`config.mk`:
```
export PLATFORM = sky130hd
export DESIGN_NAME = scc_bus_seq
export DESIGN_NICKNAME = d
export VERILOG_FILES = /design/src/rtl/scc_bus_seq.sv
export SDC_FILE = /design/constraint.sdc
export NUM_CORES = 1
export LEC_CHECK = 0
export BUFFER_PORTS_ARGS = -buffer_cell sky130_fd_sc_hd__buf_4
export CAP_MARGIN = 10
export CORE_UTILIZATION = 25
export CTS_BUF_LIST = sky130_fd_sc_hd__clkbuf_4 sky130_fd_sc_hd__clkbuf_8 sky130_fd_sc_hd__clkbuf_16
export DETAILED_ROUTE_END_ITERATION = 10
export GPL_ROUTABILITY_DRIVEN = 0
export GPL_TIMING_DRIVEN = 0
export PLACE_DENSITY = 0.5
export REMOVE_ABC_BUFFERS = 1
export SLEW_MARGIN = 15
export SYNTH_ARGS = -nofsm -noshare
export SYNTH_HDL_FRONTEND = slang
export SYNTH_SLANG_ARGS = --single-unit
export TNS_END_PERCENT = 30
```
`constraint.sdc`:
```
create_clock -name clk -period 3.4 [get_ports clk]
set_input_delay 0.17 -clock clk [delete_from_list [all_inputs] [get_ports clk]]
set_output_delay 0.17 -clock clk [all_outputs]
set_load 0.01 [all_outputs]
```
`src/rtl/scc_bus_seq.sv`:
```
// Z8530 SCC bus sequencer: splits a channel/register request into WR0 pointer + data accesses
// with registered strobes. Define SCC_INTACK_EN to add the interrupt-acknowledge cycle.
module scc_bus_seq #(
  parameter int SETUP_CYC  = 1,
  parameter int STROBE_CYC = 3,
  parameter int RECOV_CYC  = 6,
  parameter int CNT_W      = 4
) (
  input  logic       clk,
  input  logic       reset_n,
  input  logic       req,
  input  logic       we,
  input  logic       chan_a,
  input  logic       data_sel,
  input  logic [3:0] reg_sel,
  input  logic [7:0] wdata,
  output logic       ack,
  output logic [7:0] rdata,
  output logic       busy,
  output logic       scc_ce_n,
  output logic       scc_rd_n,
  output logic       scc_wr_n,
  output logic       scc_ab_n,
  output logic       scc_dc_n,
  output logic [7:0] scc_d_out,
  output logic       scc_d_oe,
  input  logic [7:0] scc_d_in
`ifdef SCC_INTACK_EN
  ,
  input  logic       iack_req,
  output logic       iack_ack,
  output logic       scc_inta_n
`endif
);

  localparam int S = (SETUP_CYC  < 1) ? 1 : SETUP_CYC;
  localparam int T = (STROBE_CYC < 1) ? 1 : STROBE_CYC;
  localparam int R = (RECOV_CYC  < 1) ? 1 : RECOV_CYC;
  localparam logic [CNT_W-1:0] S_LD = CNT_W'(S - 1);
  localparam logic [CNT_W-1:0] T_LD = CNT_W'(T - 1);
  localparam logic [CNT_W-1:0] R_LD = CNT_W'(R - 1);

  typedef enum logic [3:0] {
    IDLE, P_SETUP, P_STROBE, P_RECOV, D_SETUP, D_STROBE, D_RECOV, DONE
`ifdef SCC_INTACK_EN
    , I_SETUP, I_STROBE
`endif
  } state_t;

  state_t           state_q, state_d;
  logic [CNT_W-1:0] cnt_q, cnt_d;
  logic             tc;
  logic             we_q, chan_q, dsel_q;
  logic [3:0]       reg_q;
  logic [7:0]       wdata_q;
`ifdef SCC_INTACK_EN
  logic             iack_q;
  logic             iack_ack_d, inta_n_d;
`endif

  logic             eff_we, eff_chan, eff_dsel;
  logic [3:0]       eff_reg;
  logic [7:0]       eff_wdata, ptr;

  logic             ack_d, busy_d, ce_n_d, rd_n_d, wr_n_d, ab_n_d, dc_n_d, d_oe_d;
  logic [7:0]       d_out_d, rdata_d;

  assign tc = (cnt_q == '0);

  // Outputs are registered from next state, so the accept cycle must see the live request fields.
  assign eff_we    = (state_q == IDLE) ? we       : we_q;
  assign eff_chan  = (state_q == IDLE) ? chan_a   : chan_q;
  assign eff_dsel  = (state_q == IDLE) ? data_sel : dsel_q;
  assign eff_reg   = (state_q == IDLE) ? reg_sel  : reg_q;
  assign eff_wdata = (state_q == IDLE) ? wdata    : wdata_q;
  assign ptr       = eff_reg[3] ? {5'b00001, eff_reg[2:0]} : {5'b00000, eff_reg[2:0]};

  always_ff @(posedge clk) begin
    if (!reset_n) begin
      state_q <= IDLE;
      cnt_q   <= '0;
      we_q    <= 1'b0;
      chan_q  <= 1'b0;
      dsel_q  <= 1'b0;
      reg_q   <= '0;
      wdata_q <= '0;
`ifdef SCC_INTACK_EN
      iack_q  <= 1'b0;
`endif
    end else begin
      state_q <= state_d;
      cnt_q   <= cnt_d;
      if (state_q == IDLE && state_d != IDLE) begin
        we_q    <= we;
        chan_q  <= chan_a;
        dsel_q  <= data_sel;
        reg_q   <= reg_sel;
        wdata_q <= wdata;
`ifdef SCC_INTACK_EN
        iack_q  <= iack_req;
`endif
      end
    end
  end

  always_comb begin
    state_d = state_q;
    cnt_d   = tc ? cnt_q : cnt_q - CNT_W'(1);
    case (state_q)
      IDLE: begin
        cnt_d = cnt_q;
`ifdef SCC_INTACK_EN
        if (iack_req) begin
          state_d = I_SETUP;
          cnt_d   = S_LD;
        end else
`endif
        if (req) begin
          state_d = (!data_sel && reg_sel != 4'd0) ? P_SETUP : D_SETUP;
          cnt_d   = S_LD;
        end
      end
      P_SETUP:  if (tc) begin state_d = P_STROBE; cnt_d = T_LD; end
      P_STROBE: if (tc) begin state_d = P_RECOV;  cnt_d = R_LD; end
      P_RECOV:  if (tc) begin state_d = D_SETUP;  cnt_d = S_LD; end
      D_SETUP:  if (tc) begin state_d = D_STROBE; cnt_d = T_LD; end
      D_STROBE: if (tc) begin state_d = D_RECOV;  cnt_d = R_LD; end
      D_RECOV:  if (tc) begin state_d = DONE;     cnt_d = '0;   end
      DONE: begin
        state_d = IDLE;
        cnt_d   = '0;
      end
`ifdef SCC_INTACK_EN
      I_SETUP:  if (tc) begin state_d = I_STROBE; cnt_d = T_LD; end
      I_STROBE: if (tc) begin state_d = D_RECOV;  cnt_d = R_LD; end
`endif
      default: begin
        state_d = IDLE;
        cnt_d   = '0;
      end
    endcase
  end

  always_comb begin
    busy_d  = (state_d != IDLE);
    ce_n_d  = !(state_d == P_STROBE || state_d == D_STROBE);
    wr_n_d  = !(state_d == P_STROBE || (state_d == D_STROBE && eff_we));
    rd_n_d  = !(state_d == D_STROBE && !eff_we);
    d_oe_d  = (state_d == P_SETUP || state_d == P_STROBE) ||
              ((state_d == D_SETUP || state_d == D_STROBE) && eff_we);
    d_out_d = scc_d_out;
    ab_n_d  = scc_ab_n;
    dc_n_d  = scc_dc_n;
    rdata_d = rdata;
    if (state_d == P_SETUP || state_d == P_STROBE)
      d_out_d = ptr;
    else if ((state_d == D_SETUP || state_d == D_STROBE) && eff_we)
      d_out_d = eff_wdata;
    // Address pins only move on entry to a setup phase.
    if (state_d == P_SETUP) begin
      ab_n_d = eff_chan;
      dc_n_d = 1'b0;
    end else if (state_d == D_SETUP) begin
      ab_n_d = eff_chan;
      dc_n_d = eff_dsel;
    end
    if (state_q == D_STROBE && !we_q && tc)
      rdata_d = scc_d_in;
`ifdef SCC_INTACK_EN
    ce_n_d     = ce_n_d & (state_d != I_STROBE);
    rd_n_d     = rd_n_d & (state_d != I_STROBE);
    inta_n_d   = !(state_d == I_SETUP || state_d == I_STROBE);
    ack_d      = (state_d == DONE) && !iack_q;
    iack_ack_d = (state_d == DONE) && iack_q;
    if (state_q == I_STROBE && tc)
      rdata_d = scc_d_in;
`else
    ack_d = (state_d == DONE);
`endif
  end

  always_ff @(posedge clk) begin
    if (!reset_n) begin
      ack        <= 1'b0;
      busy       <= 1'b0;
      rdata      <= '0;
      scc_ce_n   <= 1'b1;
      scc_rd_n   <= 1'b1;
      scc_wr_n   <= 1'b1;
      scc_ab_n   <= 1'b1;
      scc_dc_n   <= 1'b1;
      scc_d_out  <= '0;
      scc_d_oe   <= 1'b0;
`ifdef SCC_INTACK_EN
      iack_ack   <= 1'b0;
      scc_inta_n <= 1'b1;
`endif
    end else begin
      ack        <= ack_d;
      busy       <= busy_d;
      rdata      <= rdata_d;
      scc_ce_n   <= ce_n_d;
      scc_rd_n   <= rd_n_d;
      scc_wr_n   <= wr_n_d;
      scc_ab_n   <= ab_n_d;
      scc_dc_n   <= dc_n_d;
      scc_d_out  <= d_out_d;
      scc_d_oe   <= d_oe_d;
`ifdef SCC_INTACK_EN
      iack_ack   <= iack_ack_d;
      scc_inta_n <= inta_n_d;
`endif
    end
  end

endmodule

```
### Word level (Yosys, flattened, before mapping)

Cells that the tools add are included.

* register bits: 47
* output and inout bits: 24
* word-level logic and storage cells: 83

* add/sub/neg operators: 1
* eq/ne operators: 12
* mux-type cells: 26
* reduce and logical (&&, ||, !) cells: 27

Operator list (count)
* $mux W4: 13
* $pmux W4 S7: 1
* $eq A4 B3 Y1 const B: 6
* $mux W8: 3
* $pmux W4 S4: 1
* $eq A4 B2 Y1 const B: 3
* $eq A4 B1 Y1 const B: 2
* $logic_not A4 Y1: 2
* $reduce_bool A4 Y1: 2
* $logic_and A1 B1 Y1: 7
* $mux W1: 7
* $logic_not A1 Y1: 6
* $reduce_or A2 Y1: 3
* $logic_or A1 B1 Y1: 5
* $reduce_bool A2 Y1: 2
* $sub A4 B1 Y4 const B: 1
* $mux W3: 1
* $ne A2 B2 Y1 const B: 1

### Longest topological paths before layout

Gate-level depths: netlist of run 1.

* depth in word-level cells: 10
* depth in mapped cells: 8

### Least setup slack after synthesis of run 1

No wires, ideal clock.

* kind: flip-flop to flip-flop
* start: register state_q[1]
* end: register scc_d_out[0]
* arrival time: 2.122 ns
* required time: 3.317 ns
* slack: 1.195 ns
* stages on the path, launching flop included: 7
* cells stage by stage: dfxtp_1 -> buf_6 -> nor4_2 -> mux2i_1 -> nor3_2 -> or4_4 -> o221ai_1

* word-level cells in the longest chain between the ends: 6
* elaborated cells between the ends (all ways): 29
* classes of those cells: 10 x eq/ne; 14 x mux; 5 x reduce/logical

RTL lines
* start, declared: line 50 `state_t state_q, state_d;`
* start signal, assigned: line 91 `state_q <= state_d;`
* $eq A4 B3 Y1, or another cell as far along: line 109 `case (state_q)`
* $pmux W4 S7: line 109
* $eq A4 B3 Y1: line 157 `else if ((state_d == D_SETUP || state_d == D_STROBE) && eff_we)`
* $logic_or A1 B1 Y1: line 157
* $logic_and A1 B1 Y1: line 157
* $reduce_bool A2 Y1 (no source line)
* end signal, assigned: line 207 `scc_d_out <= d_out_d;`
* end, declared: line 25 `output logic [7:0] scc_d_out,`

Parallel ways exist; a longest one is shown, timed or not. The select of a mux whose other input is x is not followed.
A chain may end at the register's enable or synchronous reset.

### Worst setup path after layout of run 1

* start: register state_q[2]
* end: register scc_d_out[2]

Same word-level chain as after synthesis.

==> results.cfg, run 1 <==
[route]
drt_pre_antenna_iters = 5
drt-total-wl_um = 5180
antenna_left = 0
drt_iter0_drc = 89
vias = 1839
post-route-drc-count = 0
route.detailed.wl_per_inst_um = 13.2
viasPerCell = 4.70

[timing]
relSlewSlack_pct = 32.6
fmax_ghz = 0.340
setup_ws_ns = 0.462
min_period_ns = 2.94
tns_ns = 0
report.final.slew_viol_count = 0
clock-skew-final_ns = 0.0126
rsz0062_at_grt = false
worst_pin_slew_ns = 1.01
finalSetupViolations = 0
finalHoldViolations = 0
fin_crit_sh_pct = 86.4

[clocking]
cts-buffers-inserted = 5
clockBufferDepth = 2
ctsHoldBuffers = 0
path_clk_slew_ns = 0.09
cts_tree = built
cts-root-buf = clkbuf_8
clkSinkCount = 47
htree_num_levels = 2
insertion_delay_ns = 0.30

[status]
outcome = finished, final reports clean

[floorplanning]
core-area_um2 = 8300
rows = 33
dieArea_um2 = 9050
die_h_um = 95.2
dieWidth_um = 95.2
io_pins = 50
initial_core_util_pct = 26.1

[setup_path]
cp_cell_sequence = nand2b_1 -> nor4_4 -> a221oi_2 -> nor3_4 -> or4_4 -> o221ai_1
critical-path-top-delay-family = simple AND/OR/NAND/NOR gates
crit_type = reg -> reg
crit_start = state_q[2]
cp_num_buf_inv = 0
crit_path_end_kind = flop
timing.rr.start = state_q[2]
cp.required_ns = 3.58
slowest_stage = nor4_4
crit_fanout = 17
start_kind = flop
max_stage_delay_ns = 0.75
crit_arrival_ns = 3.12

[power]
leakage_nw = 1.09
power.total_mw = 1.21
p_per_area_nw_per_um2 = 442
max-vdd-ir-drop_uv = 208

[global_route]
grt_overflow_total = 0
grt_max_degree = 31
grt_usage_pct = 12.4
antenna_found_initial = 0
grt_first_pass_wirelength_um = 8570
grt_pass1_vias = 1698

[place]
io_buffer_count = 49
dp.cells = 384
hpwl_um = 3700
dp_slack_ns = 0.176
place_area_um2 = 2620

[synthesis]
synth.distinct_cells = 45
syn_avg_cell_area_um2 = 8.97
ys_async_sr_fraction_pct = 0
synthFlopType = dfxtp_1
synth_cells = 242
netlist_area_um2 = 2170
synth-seq-cells = 47
seq_area_frac_synth_pct = 43.4
ys_warn_count = 0
synth_enable_flop_cells = 0

[finish]
final_cell_mix = buf_4, dfxtp_1, nand2_1, nor2_1, a21oi_1
layout.nets = 312
stdcell_area_um2 = 2730
antenna_cells = 0
seqCellArea_um2 = 941
fillers = 873
multi_input_area_um2 = 1150
drive_above_1_share_pct = 27.6
instances_no_fill = 391
area_delta_synth_final_pct = 26.0
layout_commonest_cell = buf_4

[hold_path]
min_path_type = in -> reg
hp-start = scc_d_in[0]

[flow_run]
drv_cap = 0
## per-stage QoR
| stage | utilization (%) | hold slack [ns] |
|---|---|---|
| detailed placement | 31.6 | 0.410 |
| finish | 32.9 | 0.0912 |
| global placement | 31.3 | 0.399 |
| floorplan | - | 0.232 |
| CTS | 32.9 | 0.0831 |
| global route | 32.9 | 0.0831 |
## repair_timing
action / CTS / global route
setup buffers: 0 / 0
resized for setup: 0 / 1
endpoints found under the setup margin: 0 / 5
## cell type report
cell class,instances,area share [%]
clock buffer,5,2.52
clock inverter,2,1.37
inverter,7,0.961
multi-input combinational,175,41.9
sequential,47,34.4
tap,105,4.81
timing repair buffer,50,14.0
## per-layer routing
layer	wire length [µm]	global-route usage, %
met4	91	5.30
met2	2440	20.2
met1	2450	16.0
met5	0	0
met3	191	2.31
## sequential cells by signal, indices dropped and copies added, names as in the netlist
name,flops
we_q,1
chan_q,1
scc_d_out,8
scc_ab_n,1
scc_ce_n,1
cnt_q,4
rdata,8
state_q,4
scc_d_oe,1
busy,1
dsel_q,1
ack,1
reg_q,4
wdata_q,8
scc_wr_n,1
scc_rd_n,1
scc_dc_n,1
## kinds of logic (layout without fill, tap and decap cells)
kind of cell,Yosys count,after routing,synth area share (%)
AO/OA/AOI/OAI,46,46,15.1
XOR/XNOR,1,1,0.404
buffers and inverters,20,64,4.50
flip-flops,47,47,43.4
multiplexers,23,23,10.9
other,1,1,0.173
AND/OR/NAND/NOR,104,104,25.6
## tightest hold or removal path: cells and delay by family
kind | cells | cell delay (ns)
mux | 1 | 0.05
buf+inv | 1 | 0.08
simple gates | 1 | 0.07
## synth_stat cells, types with 4 or more instances
master / count / area (µm²)
nor4_1: 4 / 25.0
o221ai_1: 4 / 35.0
mux2_2: 5 / 56.3
nor2_1: 25 / 93.8
mux2i_1: 18 / 180
nand3_1: 6 / 30.0
dfxtp_1: 47 / 941
nand2_1: 41 / 154
a211oi_1: 4 / 30.0
nor3_1: 5 / 25.0
a21oi_1: 20 / 100
inv_1: 6 / 22.5
clkbuf_1: 7 / 26.3
o21ai_0: 4 / 20.0
## report_power, final
part	switching [mW]	internal, mW	total [mW]
registers	0.0240	0.576	0.600
logic	0.108	0.0970	0.205
clock network	0.190	0.215	0.405
total	0.321	0.888	1.21
## final timing paths
path	slack, ns	endpoint	cells after the start
min	0.09	rdata[0]	3
max	0.46	scc_d_out[2]	6
min reg2reg	0.46	dsel_q	2
max reg2reg	0.46	scc_d_out[2]	6
(Power assumes the default switching activity.)
==> run 2, diff against run 1 <==
--- a/config.mk
+++ b/config.mk
@@ -7,13 +7,16 @@
 export LEC_CHECK = 0
 export BUFFER_PORTS_ARGS = -buffer_cell sky130_fd_sc_hd__buf_4
 export CAP_MARGIN = 10
+export CELL_PAD_IN_SITES_DETAIL_PLACEMENT = 2
+export CELL_PAD_IN_SITES_GLOBAL_PLACEMENT = 2
 export CORE_UTILIZATION = 25
 export CTS_BUF_LIST = sky130_fd_sc_hd__clkbuf_4 sky130_fd_sc_hd__clkbuf_8 sky130_fd_sc_hd__clkbuf_16
 export DETAILED_ROUTE_END_ITERATION = 10
 export GPL_ROUTABILITY_DRIVEN = 0
 export GPL_TIMING_DRIVEN = 0
-export PLACE_DENSITY = 0.5
+export PLACE_DENSITY = 0.72
 export REMOVE_ABC_BUFFERS = 1
+export SKIP_LAST_GASP = 1
 export SLEW_MARGIN = 15
 export SYNTH_ARGS = -nofsm -noshare
 export SYNTH_HDL_FRONTEND = slang
==> run 2 against run 1 <==
Combinational power rose by 2%. Maximum frequency down 3.3%. Critical path depth is the same. Core utilization rose by 0.14 points. Setup slack worse by 0.10 ns. Global-route usage up 1.6 points. Register-to-register slack lost 0.10 ns. Flip-flop and latch count unchanged. Routed wire length grew 17%. Total power is 3.1% higher. Non-clock buffer count unchanged.
==> results.cfg, run 2 (synthesis results as in run 1) <==
[floorplanning]
rows = 33
core-area_um2 = 8300
io_pins = 50
dieArea_um2 = 9050
dieWidth_um = 95.2
die_h_um = 95.2
initial_core_util_pct = 26.1

[clocking]
path_clk_slew_ns = 0.09
post_cts_buffers = 0
cts_tree = built
cts_resized = 0
cts-root-buf = clkbuf_8
cts-buffers-inserted = 5
clockBufferDepth = 2
clkSinkCount = 47
htree_num_levels = 2
ctsHoldBuffers = 0
insertion_delay_ns = 0.31

[timing]
clock-skew-final_ns = 0.00561
fin_crit_sh_pct = 89.4
report.final.slew_viol_count = 0
relSlewSlack_pct = 30.3
finalHoldViolations = 0
min_period_ns = 3.04
rsz0062_at_grt = false
tns_ns = 0
finalSetupViolations = 0
fmax_ghz = 0.329
worst_pin_slew_ns = 1.04
setup_ws_ns = 0.361

[route]
vias = 1914
antenna_left = 0
drt-total-wl_um = 6050
drt_pre_antenna_iters = 5
post-route-drc-count = 0
viasPerCell = 4.88
drt_iter0_drc = 35
route.detailed.wl_per_inst_um = 15.4

[flow_run]
drv_cap = 0

[finish]
layout.nets = 312
instances_no_fill = 392
reg_top3 = rdata: 8 flops, scc_d_out: 8 flops, wdata_q: 8 flops
layout_commonest_cell = buf_4
final_cell_mix = buf_4, dfxtp_1, nand2_1, nor2_1, a21oi_1
stdcell_area_um2 = 2750
area_delta_synth_final_pct = 26.5
antenna_cells = 0
drive_above_1_share_pct = 27.9

[setup_path]
r2r_cells = 6
cp.required_ns = 3.59
timing.rr.start = state_q[2]
crit_fanout = 17
crit_type = reg -> reg
start_kind = flop
rrSetupSlack_ns = 0.36
crit_arrival_ns = 3.23
timing.rr.end = scc_d_out[3]
crit_path_end_kind = flop

[place]
hpwl_um = 4370
dp.cells = 384
dp_slack_ns = 0.108
io_buffer_count = 49
place_area_um2 = 2620

[global_route]
grt.busiest_layer = met2
use_met1_pct = 17.9
grt_first_pass_wirelength_um = 9710
grt_overflow_total = 0
grt_use_met2_pct = 24.2
grt_pass1_vias = 1933
antenna_found_initial = 0
grt_max_degree = 31
grt_usage_pct = 14.0
use_met3_pct = 2.15

[power]
leakage_nw = 1.11
max-vdd-ir-drop_uv = 151
p_per_area_nw_per_um2 = 454

[hold_path]
min_path_type = in -> reg
hold_depth = 3
hp-start = scc_d_in[1]
whs_endpoint = rdata[1]

[status]
outcome = finished, final reports clean
-- run 2: changes by cell type in the layout (fill, tap and decap cells not counted) --
cell,before,now
clkinv_2,0,1
clkbuf_8,5,6
clkinvlp_4,1,0
-- run 2: report_power, final --
group / switching (mW) / total (mW) / internal, mW / leakage (nW)
sequential: 0.0257 / 0.602 / 0.576 / 0.383
combinational: 0.111 / 0.209 / 0.0971 / 0.662
clock: 0.199 / 0.437 / 0.238 / 0.0612
-- run 2: cell type report --
class / count / area [µm²]
fillers: 932 / 5550
multi-input cells: 175 / 1150
flip-flops and latches: 47 / 941
repair buffers: 50 / 383
well taps: 105 / 131
clock buffers: 6 / 82.6
clock inverters: 2 / 35.0
inverters: 7 / 26.3
-- run 2: layer usage --
metal	vias to the layer above	part of all wire, %
met5	-	0
met4	0	1.2
met3	6	1.8
met2	21	51
met1	946	46
li1	941	-
-- run 2: critical path, stage by stage, from the launching register on --
cell and delay [ns]:
dfxtp_1 0.49, nand2b_1 0.31, nor4_4 0.81, a221oi_2 0.31
nor3_4 0.60, or4_4 0.28, o221ai_1 0.12
-- run 2: per-stage QoR --
stage | total power [mW] | util (%) | hold slack, ns
floorplan | 0.733 | - | 0.232
global placement | 0.816 | 31.3 | 0.398
detailed placement | 0.823 | 31.6 | 0.418
CTS | 1.26 | 33.0 | 0.0907
global route | 1.31 | 33.1 | 0.100
finish | 1.25 | 33.1 | 0.0928
-- run 2: worst max-delay path by stage --
stage,from,to,cells past startpoint
2_1_floorplan,state_q[1],scc_d_out[3],5
3_3_place_gp,state_q[1],scc_d_out[3],5
3_5_place_dp,state_q[2],scc_d_out[2],6
4_1_cts,state_q[2],scc_d_out[3],6
5_1_grt,state_q[2],scc_d_out[3],6
6_report,state_q[2],scc_d_out[3],6
==> run 3, diff against run 2 <==
--- a/config.mk
+++ b/config.mk
@@ -9,8 +9,9 @@
 export CAP_MARGIN = 10
 export CELL_PAD_IN_SITES_DETAIL_PLACEMENT = 2
 export CELL_PAD_IN_SITES_GLOBAL_PLACEMENT = 2
+export CORE_MARGIN = 2
 export CORE_UTILIZATION = 25
-export CTS_BUF_LIST = sky130_fd_sc_hd__clkbuf_4 sky130_fd_sc_hd__clkbuf_8 sky130_fd_sc_hd__clkbuf_16
+export CTS_BUF_LIST = sky130_fd_sc_hd__clkbuf_16
 export DETAILED_ROUTE_END_ITERATION = 10
 export GPL_ROUTABILITY_DRIVEN = 0
 export GPL_TIMING_DRIVEN = 0
==> run 3 against run 2 <==
Global-route usage fell by 0.63 points. Count of clock-buffer cells in the layout down 1. Die area is 4.2% higher. Routed wire length rose by 4.0%. Clock power rose by 7.3%. Sequential share of layout area fell by 0.25 points. Design area is 0.73% higher. Total power up 2.9%. Flip-flop and latch count unchanged. First-iteration DRC count down 20%. Critical path type unchanged. Critical endpoint unchanged.
==> results.cfg, run 3 (synthesis results as in run 1) <==
[clocking]
cts_tree = built
htree_num_levels = 2
insertion_delay_ns = 0.28
clkSinkCount = 47
cts-root-buf = clkbuf_16
path_clk_slew_ns = 0.06
post_cts_buffers = 0
cts-buffers-inserted = 5
ctsHoldBuffers = 0
cts_resized = 1
clockBufferDepth = 2

[hold_path]
min_path_type = in -> reg

[setup_path]
crit_arrival_ns = 3.26
crit_type = reg -> reg
rrSetupSlack_ns = 0.30
crit_path_end_kind = flop
cp.required_ns = 3.56
start_kind = flop
crit_fanout = 17

[floorplanning]
die_h_um = 97.2
rows = 33
dieArea_um2 = 9440
io_pins = 50
initial_core_util_pct = 26.1
dieWidth_um = 97.2
core-area_um2 = 8300

[timing]
fin_crit_sh_pct = 91.2
rsz0062_at_grt = false
relSlewSlack_pct = 28.6
report.final.slew_viol_count = 0
min_period_ns = 3.10
tns_ns = 0
finalHoldViolations = 0
fmax_ghz = 0.322
finalSetupViolations = 0
worst_pin_slew_ns = 1.06
setup_ws_ns = 0.298
hold_ws_ns = 0.121
clock-skew-final_ns = 0.00333

[place]
place_area_um2 = 2620
hpwl_um = 4430
dp_slack_ns = -0.00169
io_buffer_count = 49

[route]
vias = 1915
antenna_left = 0
drt-total-wl_um = 6300
post-route-drc-count = 0
route.detailed.wl_per_inst_um = 16.1
drt_pre_antenna_iters = 4
drt_iter0_drc = 28
viasPerCell = 4.89

[finish]
antenna_cells = 0
stdcell_area_um2 = 2770
reg_top3 = rdata: 8 flops, scc_d_out: 8 flops, wdata_q: 8 flops
final_cell_mix = buf_4, dfxtp_1, nand2_1, nor2_1, a21oi_1
area_delta_synth_final_pct = 27.5
fillers = 955
drive_above_1_share_pct = 27.2
layout.nets = 312
layout_commonest_cell = buf_4

[global_route]
antenna_found_initial = 0
grt_pass1_vias = 2059
grt_max_degree = 31
grt_overflow_total = 0
grt_first_pass_wirelength_um = 10300
grt_usage_pct = 13.4

[power]
power.total_mw = 1.28
p_per_area_nw_per_um2 = 464
sequentialPowerShare_pct = 47.0
max-vdd-ir-drop_uv = 178
intPower_mw = 0.940
switching_share_pct = 26.7
comb_power_share_pct = 16.4
power.share.clock_pct = 36.6
leakage_nw = 1.12
p_switching_mw = 0.343

[status]
outcome = finished, final reports clean

[flow_run]
drv_cap = 0
run 3: layout make-up:
type / count / area, µm² / area share (%)
multi-input combinational: 175 / 1150 / 41.4
sequential: 47 / 941 / 34.0
timing repair buffer: 50 / 383 / 13.8
tap: 105 / 131 / 4.75
clock buffer: 5 / 125 / 4.52
inverter: 7 / 26.3 / 0.950
clock inverter: 3 / 12.5 / 0.452
run 3: path summary, 6_finish.rpt:
check	to	startpoint	cells past startpoint
min reg2reg	wdata_q[2]	wdata_q[2]	2
max	scc_d_out[3]	state_q[2]	6
max reg2reg	scc_d_out[3]	state_q[2]	6
min	rdata[5]	scc_d_in[5]	3
run 3: critical path, cell delays in order, from the launching register on:
cell	delay (ns)
dfxtp_1	0.48
nand2b_1	0.30
nor4_4	0.82
a221oi_2	0.33
nor3_4	0.63
or4_4	0.28
o221ai_1	0.12
run 3: power by group through the flow:
stage | combinational [mW] | clock, mW | sequential [mW]
6_report | 0.211 | 0.469 | 0.603
5_1_grt | 0.233 | 0.504 | 0.606
4_1_cts | 0.214 | 0.487 | 0.603
3_5_place_dp | 0.211 | 0 | 0.615
3_3_place_gp | 0.204 | 0 | 0.613
2_1_floorplan | 0.120 | 0 | 0.613
run 3: per-stage QoR:
stage | cells | util, %
floorplan | 229 | -
global placement | 383 | 31.3
detailed placement | 384 | 31.6
CTS | 392 | 33.3
global route | 392 | 33.3
finish | 392 | 33.3
run 3: per-layer routing:
metal	track usage (%)	up-vias	part of all wire, %
met5	0	-	0
met4	3.25	0	0
li1	-	947	-
met1	16.3	946	47
met3	2.59	0	2.2
met2	24.2	22	51
